## src/rtl/request_queue_conditioner.sv

```systemverilog
// ============================================================================
//  Module   : request_queue_conditioner
//  Purpose  : Synchronises and debounces four push buttons, queues one request
//             per press and retires one request whenever a line's grant ends.
//  Revision : 1.0  initial release
// ============================================================================
`default_nettype none

module request_queue_conditioner #(
    parameter int DEBOUNCE_CYCLES = 1000000,
    parameter int CNT_W           = 3
) (
    input  logic                 clk,
    input  logic                 reset,
    input  logic [3:0]           btn_in,
    input  logic [3:0]           grant_in,
    output logic [3:0]           request_queue,
    output logic [4*CNT_W-1:0]   pending_count,
    output logic [3:0]           overflow
);

    localparam int                DCNT_W    = $clog2(DEBOUNCE_CYCLES);
    localparam logic [DCNT_W-1:0] DCNT_LAST = DCNT_W'(DEBOUNCE_CYCLES - 1);
    localparam logic [CNT_W-1:0]  CNT_MAX   = '1;

    logic [3:0] sync1_q;
    logic [3:0] sync2_q;
    logic [3:0] grant_dly_q;

    always_ff @(posedge clk) begin
        if (reset) begin
            sync1_q     <= '0;
            sync2_q     <= '0;
            grant_dly_q <= '0;
        end else begin
            sync1_q     <= btn_in;
            sync2_q     <= sync1_q;
            grant_dly_q <= grant_in;
        end
    end

    genvar i;
    generate
        for (i = 0; i < 4; i++) begin : g_line
            logic [DCNT_W-1:0] dcnt_q, dcnt_d;
            logic              db_q, db_d;
            logic              db_dly_q;
            logic              press_q;
            logic              retire;
            logic [CNT_W-1:0]  cnt_q, cnt_d;
            logic              ovf_q, ovf_d;
            logic              rq_q, rq_d;

            always_comb begin
                dcnt_d = '0;
                db_d   = db_q;
                if (sync2_q[i] != db_q) begin
                    if (dcnt_q == DCNT_LAST) begin
                        db_d = sync2_q[i];
                    end else begin
                        dcnt_d = dcnt_q + DCNT_W'(1);
                    end
                end
            end

            // A grant that just dropped marks the end of this line's slice.
            always_comb begin
                retire = grant_dly_q[i] & ~grant_in[i];
                cnt_d  = cnt_q;
                ovf_d  = ovf_q;
                if (press_q && !retire) begin
                    if (cnt_q != CNT_MAX) begin
                        cnt_d = cnt_q + CNT_W'(1);
                    end else begin
                        ovf_d = 1'b1;
                    end
                end else if (retire && !press_q && (cnt_q != '0)) begin
                    cnt_d = cnt_q - CNT_W'(1);
                end
                rq_d = (cnt_d != '0);
            end

            always_ff @(posedge clk) begin
                if (reset) begin
                    dcnt_q   <= '0;
                    db_q     <= 1'b0;
                    db_dly_q <= 1'b0;
                    press_q  <= 1'b0;
                    cnt_q    <= '0;
                    ovf_q    <= 1'b0;
                    rq_q     <= 1'b0;
                end else begin
                    dcnt_q   <= dcnt_d;
                    db_q     <= db_d;
                    db_dly_q <= db_q;
                    press_q  <= db_q & ~db_dly_q;
                    cnt_q    <= cnt_d;
                    ovf_q    <= ovf_d;
                    rq_q     <= rq_d;
                end
            end

            assign pending_count[i*CNT_W +: CNT_W] = cnt_q;
            assign request_queue[i]                = rq_q;
            assign overflow[i]                     = ovf_q;
        end
    endgenerate

endmodule

`default_nettype wire

```

## config.mk

```make
export PLATFORM = sky130hd
export DESIGN_NAME = request_queue_conditioner
export DESIGN_NICKNAME = d
export VERILOG_FILES = /design/src/rtl/request_queue_conditioner.sv
export SDC_FILE = /design/constraint.sdc
export NUM_CORES = 1
export LEC_CHECK = 0
export ABC_AREA = 1
export CAP_MARGIN = 5
export CORE_MARGIN = 2
export CORE_UTILIZATION = 60
export CTS_CLUSTER_SIZE = 12
export DETAILED_ROUTE_END_ITERATION = 6
export MAX_ROUTING_LAYER = met4
export PLACE_DENSITY = 0.8
export SLEW_MARGIN = 20
export SYNTH_ARGS = -nofsm -noshare
export SYNTH_HDL_FRONTEND = slang
export SYNTH_SLANG_ARGS = --single-unit
```

## constraint.sdc

```tcl
create_clock -name clk -period 2.2 [get_ports clk]
set_input_delay 0.22 -clock clk [delete_from_list [all_inputs] [get_ports clk]]
set_output_delay 0.22 -clock clk [all_outputs]
set_load 0.01 [all_outputs]
```

==> impl_metrics.csv, run 1 <==
group,metric,value,unit
yosys,syn_nets,888,
worst_setup_path,startpoint_type,"flip-flop",
clocking,clock-sinks,124,
clocking,cts_made_buffers,17,
clocking,cts_max_path_buffers,2,
die,die_y,104,um
cells_and_area,layout_commonest_cell,"nand2_1",
route,drt_iter0_drc,239,
power_and_ir_drop,leakage,0.00257,uW
timing,setup_violations,0,
route,drt_pass1_iterations,5,
clocking,htree_levels,4,
grt,grt_pass1_vias,5101,
cells_and_area,diodes,0,
timing,max_freq,515,MHz
cells_and_area,fillCellCount,783,
cells_and_area,drive_above_1_share,0.0715,
timing,hold_viol_final,0,
min_path,hp-class,"in2reg",
timing,clock_skew,5.35,ps
worst_setup_path,cp.required,2590,ps
route,viasPerCell,5.24,
worst_setup_path,crit_path_end_kind,"flip-flop",
grt,grtUsageTotal,0.247,
yosys,syn_area,6020,um2
cells_and_area,layout_common_cells,"197 x nand2_1, 176 x nor2_1, 124 x dfxtp_1",
die,io_pins,30,
timing,maxSlewHeadroom,0.664,
clocking,cts_tree,"yes",
power_and_ir_drop,p_per_area,746,nW/um2
worst_setup_path,path_class,"reg2reg",
yosys,ys_ff_latch,124,
cells_and_area,nNetsFinal,922,
yosys,netlist_instances,862,
placement,detailed_place_hpwl,8920,um
die,die_x,104,um
route,vias,5460,
die,placementRows,36,
clocking,clock_latency,520,ps
timing,min_period,1940,ps
die,start_util,0.615,
yosys,seq_area_frac_synth,0.413,
die,core_area,9770,um2
power_and_ir_drop,peakVddDrop,0.000362,V
grt,grt_max_degree,24,
clocking,root_buffer,"clkbuf_8",
status,status,"completed",
route,wl_per_cell,12.1,um
clocking,ctsResizeCount,0,
grt,overflow,0,
yosys,avgSynthCellArea,6.98,um2
timing,rsz0062_at_grt,"no",
worst_setup_path,worstPathMaxFanout,20,
clocking,clkSlewWorstSetupHoldPaths,60,ps
timing,timing.final.crit_share,0.883,
timing,setup_tns,0,ps
worst_setup_path,critPathArrivalTime,2340,ps
timing,drv_slew,0,
grt,grt_pass1_wl,21700,um
cells_and_area,syn_to_final_growth,15.7,%
grt,antenna_found_initial,0,
cells_and_area,fin_util,0.712,
clocking,post_cts_buffers,0,
route,drt-total-wl,12600,um
placement,io_buffers,29,
clocking,cts_hold_buf,0,
placement,globalplace.congestion,0.918,
route,drc,0,
timing,tightest_slew,502,ps
route,ant_nets,0,
job,drv_cap,0,
power_and_ir_drop,p_total,5190,uW
yosys,ys_types,30,
yosys,yosysWarnings,0,
die,dieArea,10800,um2
timing,holdWs,209,ps
synthesized netlist by cell type, drive strengths merged:
| cell type | instances | area (um2) |
|---|---|---|
| o21ai | 14 | 70.1 |
| a21oi | 40 | 230 |
| a31oi | 1 | 6.26 |
| buf | 17 | 123 |
| or2 | 6 | 37.5 |
| o21bai | 1 | 7.51 |
| nor3 | 14 | 86.3 |
| o21a | 1 | 7.51 |
| nand3b | 11 | 82.6 |
| nand3 | 71 | 365 |
| xor2 | 23 | 201 |
| dfxtp | 124 | 2480 |
| nor2 | 183 | 714 |
| ha | 16 | 200 |
| nand2 | 201 | 764 |
| xnor2 | 13 | 114 |
| clkbuf | 2 | 7.51 |
| inv | 104 | 390 |
| nand4 | 20 | 125 |
sequential cells by signal, indices dropped and copies added (netlist names):
signal	flops
g_line.cnt_q	12
g_line.db_q	4
sync2_q	4
g_line.press_q	4
sync1_q	4
grant_dly_q	4
g_line.dcnt_q	80
g_line.rq_q	4
g_line.ovf_q	4
g_line.db_dly_q	4
cells by family (layout without fill, tap and decap cells):
group / count (synthesis) / count (layout) / synth area share
XOR/XNOR: 36 / 36 / 0.0524
buffers and inverters: 123 / 170 / 0.0865
flip-flops: 124 / 124 / 0.413
AND/OR/NAND/NOR: 506 / 506 / 0.362
adder cells (fa/ha/maj): 16 / 16 / 0.0333
AO/OA/AOI/OAI: 57 / 57 / 0.0535
final cells by class:
| class | instances | area (um2) | area share |
|---|---|---|---|
| Multi-Input combinational cell | 615 | 3010 | 0.433 |
| Sequential cell | 124 | 2480 | 0.357 |
| Clock buffer | 17 | 414 | 0.0595 |
| Inverter | 104 | 390 | 0.0561 |
| Timing Repair Buffer | 34 | 328 | 0.0471 |
| Tap cell | 133 | 166 | 0.0239 |
| Clock inverter | 15 | 164 | 0.0236 |
metrics by stage:
stage / cells / setup WS, ps / cell area, um2
floorplan: 862 / 666 / 6020
global placement: 1010 / 385 / 6380
detailed placement: 1010 / 284 / 6380
CTS: 1042 / 264 / 6960
global route: 1042 / 71.8 / 6960
finish: 1042 / 257 / 6960
power by group:
part | leakage (uW) | switching [uW] | internal, uW
combinational | 0.00130 | 119 | 88.8
sequential | 0.00100 | 23.2 | 2280
clock | 0.000268 | 1060 | 1620
final timing paths:
| check | depth (start not counted) | slack [ps] | startpoint | to |
|---|---|---|---|---|
| worst max-delay path | 8 | 260 | g_line[2].dcnt_q[0]$_SDFF_PP0_ | g_line[2].dcnt_q[12]$_SDFF_PP0_ |
| worst min-delay path | 3 | 210 | btn_in[2] | sync1_q[2]$_SDFF_PP0_ |
| worst max register to register | 8 | 260 | g_line[2].dcnt_q[0]$_SDFF_PP0_ | g_line[2].dcnt_q[12]$_SDFF_PP0_ |
| worst min register to register | 1 | 390 | g_line[0].db_dly_q$_SDFF_PP0_ | g_line[0].press_q$_SDFF_PP0_ |
critical path: stages, from the launching register on:
cell	delay, ps
dfxtp_1	430
ha_1	310
nand3_2	160
nor2_4	150
nand2_2	80
nor2_2	140
nand2_2	70
nand2_2	380
nor2_1	100
per-layer routing:
layer,GRT usage,share of wire
met2,0.432,0.51
met5,-,0
met4,0.0840,0.015
met1,0.277,0.43
met3,0.0583,0.042
(Power assumes the default switching activity.)
==> run 2: changes to the inputs <==
==> constraint.sdc (replaced) <==
create_clock -name clk -period 2.16 [get_ports clk]
set_input_delay 0.216 -clock clk [delete_from_list [all_inputs] [get_ports clk]]
set_output_delay 0.216 -clock clk [all_outputs]
set_load 0.01 [all_outputs]
==> run 2 against run 1 <==
Effect of this change:
- fmax rose by 1.7%
- via count is 0.24% lower
- critical path depth did not move
- non-clock buffer count down 1
- sequential share of layout area up 0.12 points
- clock skew up 0.74 ps
- cell count about the same
- largest power group unchanged
- register-to-register slack about the same
- power about the same
- global-route usage up 0.81 points
- highest routed layer unchanged
- setup slack worse by 8.4 ps
- wire length up 0.98%
==> impl_metrics.csv, run 2 (synthesized netlist as in run 1, its figures left out) <==
group,metric,value,unit
worst_setup_path,worstPathMaxFanout,20,
grt,grt_pass1_vias,5328,
clocking,cts_max_path_buffers,2,
cells_and_area,layout_common_cells,"197 x nand2_1, 176 x nor2_1, 124 x dfxtp_1",
route,drc,0,
min_path,hp-class,"in2reg",
route,wl_per_cell,12.2,um
worst_setup_path,max_stage_delay,400,ps
route,ant_nets,0,
timing,rsz0062_at_grt,"no",
timing,tightest_slew,470,ps
timing,max_freq,523,MHz
grt,grt_max_degree,24,
power_and_ir_drop,peakVddDrop,0.000466,V
clocking,cts_tree,"yes",
die,placementRows,36,
worst_setup_path,startpoint_type,"flip-flop",
grt,grtUsageTotal,0.255,
cells_and_area,diodes,0,
timing,hold_viol_final,0,
clocking,htree_levels,4,
timing,timing.final.crit_share,0.885,
cells_and_area,regMostFlops,"g_line.dcnt_q",
cells_and_area,drive_above_1_share,0.0694,
timing,setup_violations,0,
worst_setup_path,regToRegSetupSlack,250,ps
power_and_ir_drop,clockPowerShare,0.508,
cells_and_area,largest_registers,"g_line.dcnt_q (80), g_line.cnt_q (12)",
cells_and_area,nNetsFinal,921,
clocking,clkSlewWorstSetupHoldPaths,60,ps
cells_and_area,syn_to_final_growth,15.3,%
timing,maxSlewHeadroom,0.685,
timing,fin_ws,248,ps
power_and_ir_drop,power_frac_comb,0.040,
worst_setup_path,cp.required,2560,ps
worst_setup_path,cpMostUsedCell,"nand2_2",
worst_setup_path,crit_path_end_kind,"flip-flop",
grt,grt_pass1_wl,22300,um
die,core_area,9770,um2
power_and_ir_drop,switching_power,1140,uW
route,drt-total-wl,12700,um
placement,io_buffers,29,
job,drv_cap,0,
clocking,clock_latency,530,ps
clocking,cts_made_buffers,17,
placement,globalplace.congestion,0.907,
timing,clock_skew,6.09,ps
worst_setup_path,path_class,"reg2reg",
worst_setup_path,rr_worst_depth,8,
timing,holdWs,206,ps
die,io_pins,30,
worst_setup_path,path_cells,"ha_1 > nand3_2 > nor2_4 > nand2_2 > nor2_2 > nand2_2 > nand2_2 > nor2_1",
worst_setup_path,critPathBufInv,0,
worst_setup_path,cp-startpoint,"g_line[2].dcnt_q[0]$_SDFF_PP0_",
worst_setup_path,r2r_end,"g_line[2].dcnt_q[12]$_SDFF_PP0_",
status,status,"completed",
route,viasPerCell,5.23,
timing,setup_tns,0,ps
clocking,cts_hold_buf,0,
worst_setup_path,cp_top_family,"simple AND/OR/NAND/NOR gates",
cells_and_area,largest_reg_flops,80,
die,dieArea,10800,um2
die,start_util,0.615,
worst_setup_path,crit_slowest_cell,"dfxtp_1",
route,drt_pass1_iterations,6,
grt,overflow,0,
clocking,post_cts_buffers,0,
die,die_y,104,um
power_and_ir_drop,internal-power,4050,uW
worst_setup_path,r2r-start,"g_line[2].dcnt_q[0]$_SDFF_PP0_",
power_and_ir_drop,p_seq_frac,0.451,
power_and_ir_drop,switching_share,0.220,
clocking,root_buffer,"clkbuf_8",
timing,drv_slew,0,
power_and_ir_drop,p_per_area,748,nW/um2
clocking,ctsResizeCount,0,
cells_and_area,fin_util,0.710,
route,drt_iter0_drc,350,
min_path,hold_end,"sync1_q[0]$_SDFF_PP0_",
clocking,clock-sinks,124,
min_path,hp-start,"btn_in[0]",
die,die_x,104,um
grt,antenna_found_initial,0,
cells_and_area,layout_commonest_cell,"nand2_1",
power_and_ir_drop,leakage,0.00256,uW
placement,detailed_place_hpwl,8890,um
min_path,hold_depth,3,
worst_setup_path,critPathArrivalTime,2320,ps
placement,detailedPlace.worstSlack,220,ps
timing,min_period,1910,ps
route,vias,5447,
-- run 2: worst max-delay path by stage --
stage | end | cells past startpoint
6_report | g_line[2].dcnt_q[12]$_SDFF_PP0_ | 8
5_1_grt | g_line[2].dcnt_q[12]$_SDFF_PP0_ | 8
4_1_cts | g_line[2].dcnt_q[12]$_SDFF_PP0_ | 8
3_5_place_dp | g_line[0].dcnt_q[13]$_SDFF_PP0_ | 6
3_3_place_gp | g_line[0].dcnt_q[2]$_SDFF_PP0_ | 6
2_1_floorplan | g_line[2].dcnt_q[8]$_SDFF_PP0_ | 9
-- run 2: metal layers --
layer,up-vias,track usage,part of all wire
li1,2772,-,-
met1,2515,0.279,0.43
met2,131,0.432,0.50
met3,29,0.0821,0.051
met4,0,0.0985,0.019
met5,-,-,0
-- run 2: worst reg2reg max path: stages (launching register included) --
cell	delay [ps]
dfxtp_1	400
ha_1	310
nand3_2	170
nor2_4	150
nand2_2	80
nor2_2	140
nand2_2	80
nand2_2	370
nor2_1	100
-- run 2: power groups by stage --
| stage | clock [uW] | sequential (uW) | combinational (uW) |
|---|---|---|---|
| after floorplan | 0 | 2390 | 130 |
| after global routing | 2780 | 2340 | 236 |
| after detailed placement | 0 | 2390 | 208 |
| final | 2640 | 2340 | 209 |
| after CTS | 2680 | 2340 | 210 |
| after global placement | 0 | 2390 | 196 |
-- run 2: area by class of cell --
type | count | area, um2
inverters | 104 | 390
flip-flops and latches | 124 | 2480
clock buffers | 22 | 473
repair buffers | 33 | 320
fillers | 771 | 2840
well taps | 133 | 166
clock inverters | 10 | 90.1
multi-input cells | 615 | 3010
-- run 2: stage by stage --
step           total power, uW  cells  instance area, um2
2_1_floorplan             2520    862                6020
3_3_place_gp              2580   1009                6370
3_5_place_dp              2600   1009                6370
4_1_cts                   5230   1041                6940
5_1_grt                   5360   1041                6940
6_report                  5190   1041                6940
==> run 3: changes to the inputs <==
--- a/config.mk
+++ b/config.mk
@@ -6,13 +6,14 @@
 export NUM_CORES = 1
 export LEC_CHECK = 0
 export ABC_AREA = 1
-export CAP_MARGIN = 5
+export CAP_MARGIN = 20
 export CORE_MARGIN = 2
 export CORE_UTILIZATION = 60
 export CTS_CLUSTER_SIZE = 12
 export DETAILED_ROUTE_END_ITERATION = 6
 export MAX_ROUTING_LAYER = met4
 export PLACE_DENSITY = 0.8
+export SKIP_LAST_GASP = 1
 export SLEW_MARGIN = 20
 export SYNTH_ARGS = -nofsm -noshare
 export SYNTH_HDL_FRONTEND = slang
==> results of run 3 <==
Same layout as run 2: the final DEF is identical, and so are final timing and power.
